<file path="src/rtl/sync_fifo_pkg.sv">
`default_nettype none
// ============================================================================
// Module      : sync_fifo_pkg
// Description : Shared sizing helpers and default thresholds for sync_fifo_hs
//               and its storage sub-module.
// Revision    : 1.0 - initial release
// ============================================================================
package sync_fifo_pkg;

  // Default depth and threshold settings.
  localparam int DEF_FIFO_DEPTH    = 16;
  localparam int DEF_AFULL_MARGIN  = 2;   // almost_full default = depth - margin
  localparam int DEF_AEMPTY_THRESH = 2;

  // Pointer width for a power-of-two depth; never narrower than 1 bit.
  function automatic int addr_width(input int depth);
    return (depth > 1) ? $clog2(depth) : 1;
  endfunction

  // Occupancy counter width: one extra bit so that count == depth is representable.
  function automatic int count_width(input int depth);
    return addr_width(depth) + 1;
  endfunction

endpackage : sync_fifo_pkg
`default_nettype wire

</file>
<file path="src/rtl/sync_fifo_ram.sv">
`default_nettype none
// ============================================================================
// Module      : sync_fifo_ram
// Description : Dual-port storage for sync_fifo_hs. One synchronous write port
//               and one read port. The read port is registered (with async
//               reset to 0) by default; when SYNC_FIFO_FWFT_EN is defined it
//               is a combinational look-up of mem[rd_addr].
// Ports       : clk      - clock, rising edge
//               rst      - async active-high reset (read register only)
//               wr_en    - write strobe
//               wr_addr  - write address
//               wr_data  - write data
//               rd_en    - read strobe (registered mode only)
//               rd_addr  - read address
//               rd_data  - read data
// Config      : SYNC_FIFO_FWFT_EN - combinational read port when defined
// Revision    : 1.0 - initial release
// ============================================================================
module sync_fifo_ram
  import sync_fifo_pkg::*;
#(
  parameter int DATA_WIDTH = 8,
  parameter int FIFO_DEPTH = DEF_FIFO_DEPTH
) (
  input  logic                                clk,
  input  logic                                rst,
  input  logic                                wr_en,
  input  logic [addr_width(FIFO_DEPTH)-1:0]   wr_addr,
  input  logic [DATA_WIDTH-1:0]               wr_data,
  input  logic                                rd_en,
  input  logic [addr_width(FIFO_DEPTH)-1:0]   rd_addr,
  output logic [DATA_WIDTH-1:0]               rd_data
);

  // Storage is deliberately not reset so it can map onto RAM primitives.
  logic [DATA_WIDTH-1:0] mem [FIFO_DEPTH];

  always_ff @(posedge clk) begin
    if (wr_en) begin
      mem[wr_addr] <= wr_data;
    end
  end

`ifdef SYNC_FIFO_FWFT_EN
  // Head word is presented directly; the top gates it to 0 while empty.
  assign rd_data = mem[rd_addr];

  logic unused_ctrl;
  assign unused_ctrl = &{1'b0, rst, rd_en};
`else
  // Registered read. When a write and a read hit the same slot on one edge
  // (full FIFO, write-through) the read returns the old word.
  always_ff @(posedge clk or posedge rst) begin
    if (rst) begin
      rd_data <= '0;
    end else if (rd_en) begin
      rd_data <= mem[rd_addr];
    end
  end
`endif

endmodule : sync_fifo_ram
`default_nettype wire

</file>
<file path="src/rtl/sync_fifo_hs.sv">
`default_nettype none
// ============================================================================
// Module      : sync_fifo_hs
// Description : Single-clock FIFO with simultaneous read/write (including
//               write-through when full), programmable almost-full /
//               almost-empty thresholds and sticky overflow/underflow flags.
// Ports       : clk, rst        - clock and async active-high reset
//               wr_en, wr_data  - write request and data
//               rd_en, rd_data  - read request and data
//               full, empty     - count == FIFO_DEPTH / count == 0
//               almost_full     - count >= AFULL_THRESH
//               almost_empty    - count <= AEMPTY_THRESH
//               count           - entries held
//               overflow        - sticky, a write was rejected
//               underflow       - sticky, a read was rejected
//               err_clr         - synchronous clear of overflow/underflow
// Config      : SYNC_FIFO_FWFT_EN - first-word-fall-through read when defined
// Revision    : 1.0 - initial release
// ============================================================================
module sync_fifo_hs
  import sync_fifo_pkg::*;
#(
  parameter int DATA_WIDTH    = 8,
  parameter int FIFO_DEPTH    = DEF_FIFO_DEPTH,
  parameter int AFULL_THRESH  = FIFO_DEPTH - DEF_AFULL_MARGIN,
  parameter int AEMPTY_THRESH = DEF_AEMPTY_THRESH
) (
  input  logic                                 clk,
  input  logic                                 rst,
  input  logic                                 wr_en,
  input  logic [DATA_WIDTH-1:0]                wr_data,
  input  logic                                 rd_en,
  output logic [DATA_WIDTH-1:0]                rd_data,
  output logic                                 full,
  output logic                                 empty,
  output logic                                 almost_full,
  output logic                                 almost_empty,
  output logic [count_width(FIFO_DEPTH)-1:0]   count,
  output logic                                 overflow,
  output logic                                 underflow,
  input  logic                                 err_clr
);

  localparam int AW = addr_width(FIFO_DEPTH);
  localparam int CW = count_width(FIFO_DEPTH);

  logic [AW-1:0]         wr_ptr;
  logic [AW-1:0]         rd_ptr;
  logic                  rd_acc;
  logic                  wr_acc;
  logic [DATA_WIDTH-1:0] ram_rd_data;

  // A full FIFO still takes a write when a read frees a slot on the same edge.
  assign rd_acc = rd_en & ~empty;
  assign wr_acc = wr_en & (~full | rd_acc);

  // Status decodes of the registered count.
  assign empty        = (count == '0);
  assign full         = (count == CW'(FIFO_DEPTH));
  assign almost_full  = (count >= CW'(AFULL_THRESH));
  assign almost_empty = (count <= CW'(AEMPTY_THRESH));

  // Pointers wrap naturally at the power-of-two depth.
  always_ff @(posedge clk or posedge rst) begin
    if (rst) begin
      wr_ptr <= '0;
      rd_ptr <= '0;
    end else begin
      if (wr_acc) wr_ptr <= wr_ptr + AW'(1);
      if (rd_acc) rd_ptr <= rd_ptr + AW'(1);
    end
  end

  // Acceptance rules already bound the count to 0..FIFO_DEPTH.
  always_ff @(posedge clk or posedge rst) begin
    if (rst) begin
      count <= '0;
    end else begin
      case ({wr_acc, rd_acc})
        2'b10:   count <= count + CW'(1);
        2'b01:   count <= count - CW'(1);
        default: count <= count;
      endcase
    end
  end

  // Sticky error flags; a new error in the clearing cycle takes priority.
  always_ff @(posedge clk or posedge rst) begin
    if (rst) begin
      overflow  <= 1'b0;
      underflow <= 1'b0;
    end else begin
      overflow  <= (overflow  & ~err_clr) | (wr_en & ~wr_acc);
      underflow <= (underflow & ~err_clr) | (rd_en & ~rd_acc);
    end
  end

  sync_fifo_ram #(
    .DATA_WIDTH (DATA_WIDTH),
    .FIFO_DEPTH (FIFO_DEPTH)
  ) u_ram (
    .clk     (clk),
    .rst     (rst),
    .wr_en   (wr_acc),
    .wr_addr (wr_ptr),
    .wr_data (wr_data),
    .rd_en   (rd_acc),
    .rd_addr (rd_ptr),
    .rd_data (ram_rd_data)
  );

`ifdef SYNC_FIFO_FWFT_EN
  // Head word falls through; nothing meaningful to show while empty.
  assign rd_data = empty ? '0 : ram_rd_data;
`else
  assign rd_data = ram_rd_data;
`endif

endmodule : sync_fifo_hs
`default_nettype wire

</file>
<file path="config.mk">
export PLATFORM = sky130hd
export DESIGN_NAME = sync_fifo_hs
export DESIGN_NICKNAME = d
export VERILOG_FILES = /design/src/rtl/sync_fifo_pkg.sv /design/src/rtl/sync_fifo_ram.sv /design/src/rtl/sync_fifo_hs.sv
export SDC_FILE = /design/constraint.sdc
export NUM_CORES = 1
export LEC_CHECK = 0
export BUFFER_PORTS_ARGS = -buffer_cell sky130_fd_sc_hd__buf_2
export CORE_AREA = 2 2 114 116
export DETAILED_ROUTE_END_ITERATION = 12
export DIE_AREA = 0 0 116 118
export GPL_ROUTABILITY_DRIVEN = 0
export PLACE_DENSITY = 0.66
export REMOVE_ABC_BUFFERS = 1
export SLEW_MARGIN = 30
export SYNTH_ARGS = -nofsm -noshare
export SYNTH_HDL_FRONTEND = slang
export SYNTH_SLANG_ARGS = --single-unit
</file>
<file path="constraint.sdc">
create_clock -name clk -period 3.6 [get_ports clk]
set_input_delay 0.72 -clock clk [delete_from_list [all_inputs] [get_ports clk]]
set_output_delay 0.72 -clock clk [all_outputs]
set_load 0.005 [all_outputs]
</file>
==> results.toml <==
[run_status]
status = "completed"

[cells_and_area]
fillerInstances = 969
diodes = 0
layout-drive-gt1-share = 0.3105
area_growth_pct = 16.83
layout.cells.most_common = "edfxtp_1"
num-nets-final = 390
mostFrequentLayoutCells = "128 x edfxtp_1, 32 x mux4_2, 31 x buf_2"

[global_route]
grt_use_total = 0.1801
grt_max_degree = 34
grt_pass1_vias = 3062
antenna_found_initial = 0
overflow = 0
grt_pass1_wl_um = 17410

[clocking]
h-tree-depth = 4
insertion_delay_ns = 0.42
numCtsBuffers = 17
clk_pin_slew_ns = 0.06
clockBufferDepth = 2
cts-root-buf = "clkbuf_16"
postCtsHoldBufs = 0
cts_resized = 0
cts_setup_buffers = 0
tritoncts = "yes"
numClockSinks = 151

[setup_path]
endpoint_kind = "flip-flop"
critPathMaxStageDelay_ns = 0.59
crit_family = "compound AO/OA/AOI/OAI gates"
critPathMaxFanout = 9
critPathMostFrequentCell = "ha_1"
arrival_ns = 3.26
path_class = "flip-flop to flip-flop"
path_buf_inv = 1
crit_start = "count[1]$_DFFE_PP0P_"
crit_path_start_kind = "flip-flop"
critical_path.cell_chain = "or4_4 -> o31a_1 -> inv_1 -> ha_1 -> ha_1 -> a21o_1 -> a21oi_1 -> mux2i_1 -> xnor2_1"
rr_startpoint = "count[1]$_DFFE_PP0P_"
required_ns = 3.93
crit_slowest_cell = "or4_4"

[synthesis]
synth_edf_count = 128
synth-main-ff-cell = "edfxtp_1"
synth_seq_cells = 151
synthCells = 317
synth_area_leaders = "edfxtp_1 63%, mux4_2 12%, dfrtp_1 9.5%, mux2i_1 2.8%, ha_1 1.9%"
ys_types = 37
synth_top_cell_by_area = "edfxtp_1"
ys_warn_count = 0
synth_top_area_frac = 0.6330
avgSynthCellArea_um2 = 19.15
ys_seq_area_frac = 0.7278
synth_area_um2 = 6072
synthArstFlopShare = 0.1523

[placed_design]
place_hpwl_um = 7029
dp_slack_ns = 0.6613
numPortBuffers = 31

[routing]
vias_per_cell = 5.371
route.vias.total = 2965
drt_iter0_markers = 171
wl_per_cell_um = 20.37
dr.pass1.iters = 5
drc_errors = 0
routed_wl_um = 11250
detail-route-antenna-nets = 0

[die]
core-area_um2 = 12410
pin_count = 32
start_util = 0.4891
chipWidth_um = 116
rows = 41
dieArea_um2 = 13690
die_y_um = 118

[sta]
slew_headroom = 0.4115
fin_worst_skew_ns = 0.01582
tightestPinTransition_ns = 0.8795
setup_viol = 0
setup_ws_ns = 0.6768
finalMaxSlewViolations = 0
period_minus_slack_ns = 2.923
clock.fmax_mhz = 342.1
hold_viol = 0
fin_crit_sh = 0.8120
tns_ns = 0
rsz0062_at_grt = "false"

[power_and_ir_drop]
powerDensity_nw_per_um2 = 808.0
ir_drop_mv = 0.6395
p_leak_nw = 2.554

[worst_hold_path]
hold_path.class = "input port to asynchronous set/reset pin"

[flow_run]
cap_violations = 0
==> synth_stat cells, types with 2 or more instances <==
cell type  count
o21ai_0        4
nand2b_1       2
dfrtp_1       23
mux2_2         2
xnor2_1        9
ha_1           9
nand2_1       21
buf_4          3
nor2_1        14
buf_2          8
nor3_1         4
edfxtp_1     128
inv_1          9
mux4_2        32
buf_6          2
mux2i_1       17
a21o_1         2
clkbuf_1       2
a21oi_1        2
o221ai_1       7
==> final cells by class <==
cell class / instances / area (µm²) / area share
clock buffer: 19 / 432.9 / 0.06102
timing repair buffer: 47 / 275.3 / 0.03880
tap: 172 / 215.2 / 0.03034
sequential: 151 / 4419 / 0.6229
inverter: 9 / 33.78 / 0.004762
clock inverter: 13 / 195.2 / 0.02751
multi-input combinational: 141 / 1523 / 0.2146
==> stage by stage <==
step,hold WS [ns],total power [mW],instance area (µm²),std cells,utilization
floorplan,0.4733,3.415,5976,301,-
global placement,0.4602,3.883,6466,520,0.5209
CTS,0.4803,5.809,7094,552,0.5715
global route,0.3585,6.017,7094,552,0.5715
finish,0.3306,5.732,7094,552,0.5715
detailed placement,0.4673,3.940,6466,520,0.5209
==> sequential cells by signal, indices dropped and copies added, names as in the netlist <==
name,flops
overflow,1
wr_ptr,4
rd_ptr,4
count,5
u_ram.rd_data,8
underflow,1
u_ram.mem,128
==> path summary, 6_finish.rpt <==
| path | endpoint | slack (ns) | depth (start not counted) |
|---|---|---|---|
| max in group asynchronous | count[0]$_DFFE_PP0P_ | 2.91 | 2 |
| min | u_ram.rd_data[6]$_DFFE_PP0P_ | 0.33 | 2 |
| min in group clk | u_ram.rd_data[2]$_DFFE_PP0P_ | 0.47 | 2 |
| max | count[4]$_DFFE_PP0P_ | 0.68 | 9 |
| min reg2reg | u_ram.rd_data[2]$_DFFE_PP0P_ | 0.47 | 2 |
| max reg2reg | count[4]$_DFFE_PP0P_ | 0.68 | 9 |
==> power breakdown <==
group          internal (mW)  leakage [nW]  switching [mW]
Clock                   1.17         0.300           0.693
Combinational          0.738         0.818           0.763
Sequential              2.17          1.44           0.196
Total                   4.08          2.55            1.65
==> metal layers <==
metal	part of all wire	wire length, µm	vias to the layer above	GRT usage
li1	-	-	1352	-
met1	0.43	4847	1524	0.2462
met2	0.50	5602	79	0.2760
met3	0.059	666	10	0.05973
met4	0.011	129	0	0.05655
met5	0	0	-	0
==> cells by family (layout without fill, tap and decap cells) <==
family,count (synthesis),in the layout,share of synthesized area
buffers and inverters,25,88,0.02143
flip-flops,151,151,0.7278
adder cells (fa/ha/maj),10,10,0.02184
AND/OR/NAND/NOR,50,50,0.03915
multiplexers,51,51,0.1504
XOR/XNOR,10,10,0.01443
AO/OA/AOI/OAI,20,20,0.02493
No activity file was read; power rests on OpenSTA's default activity.
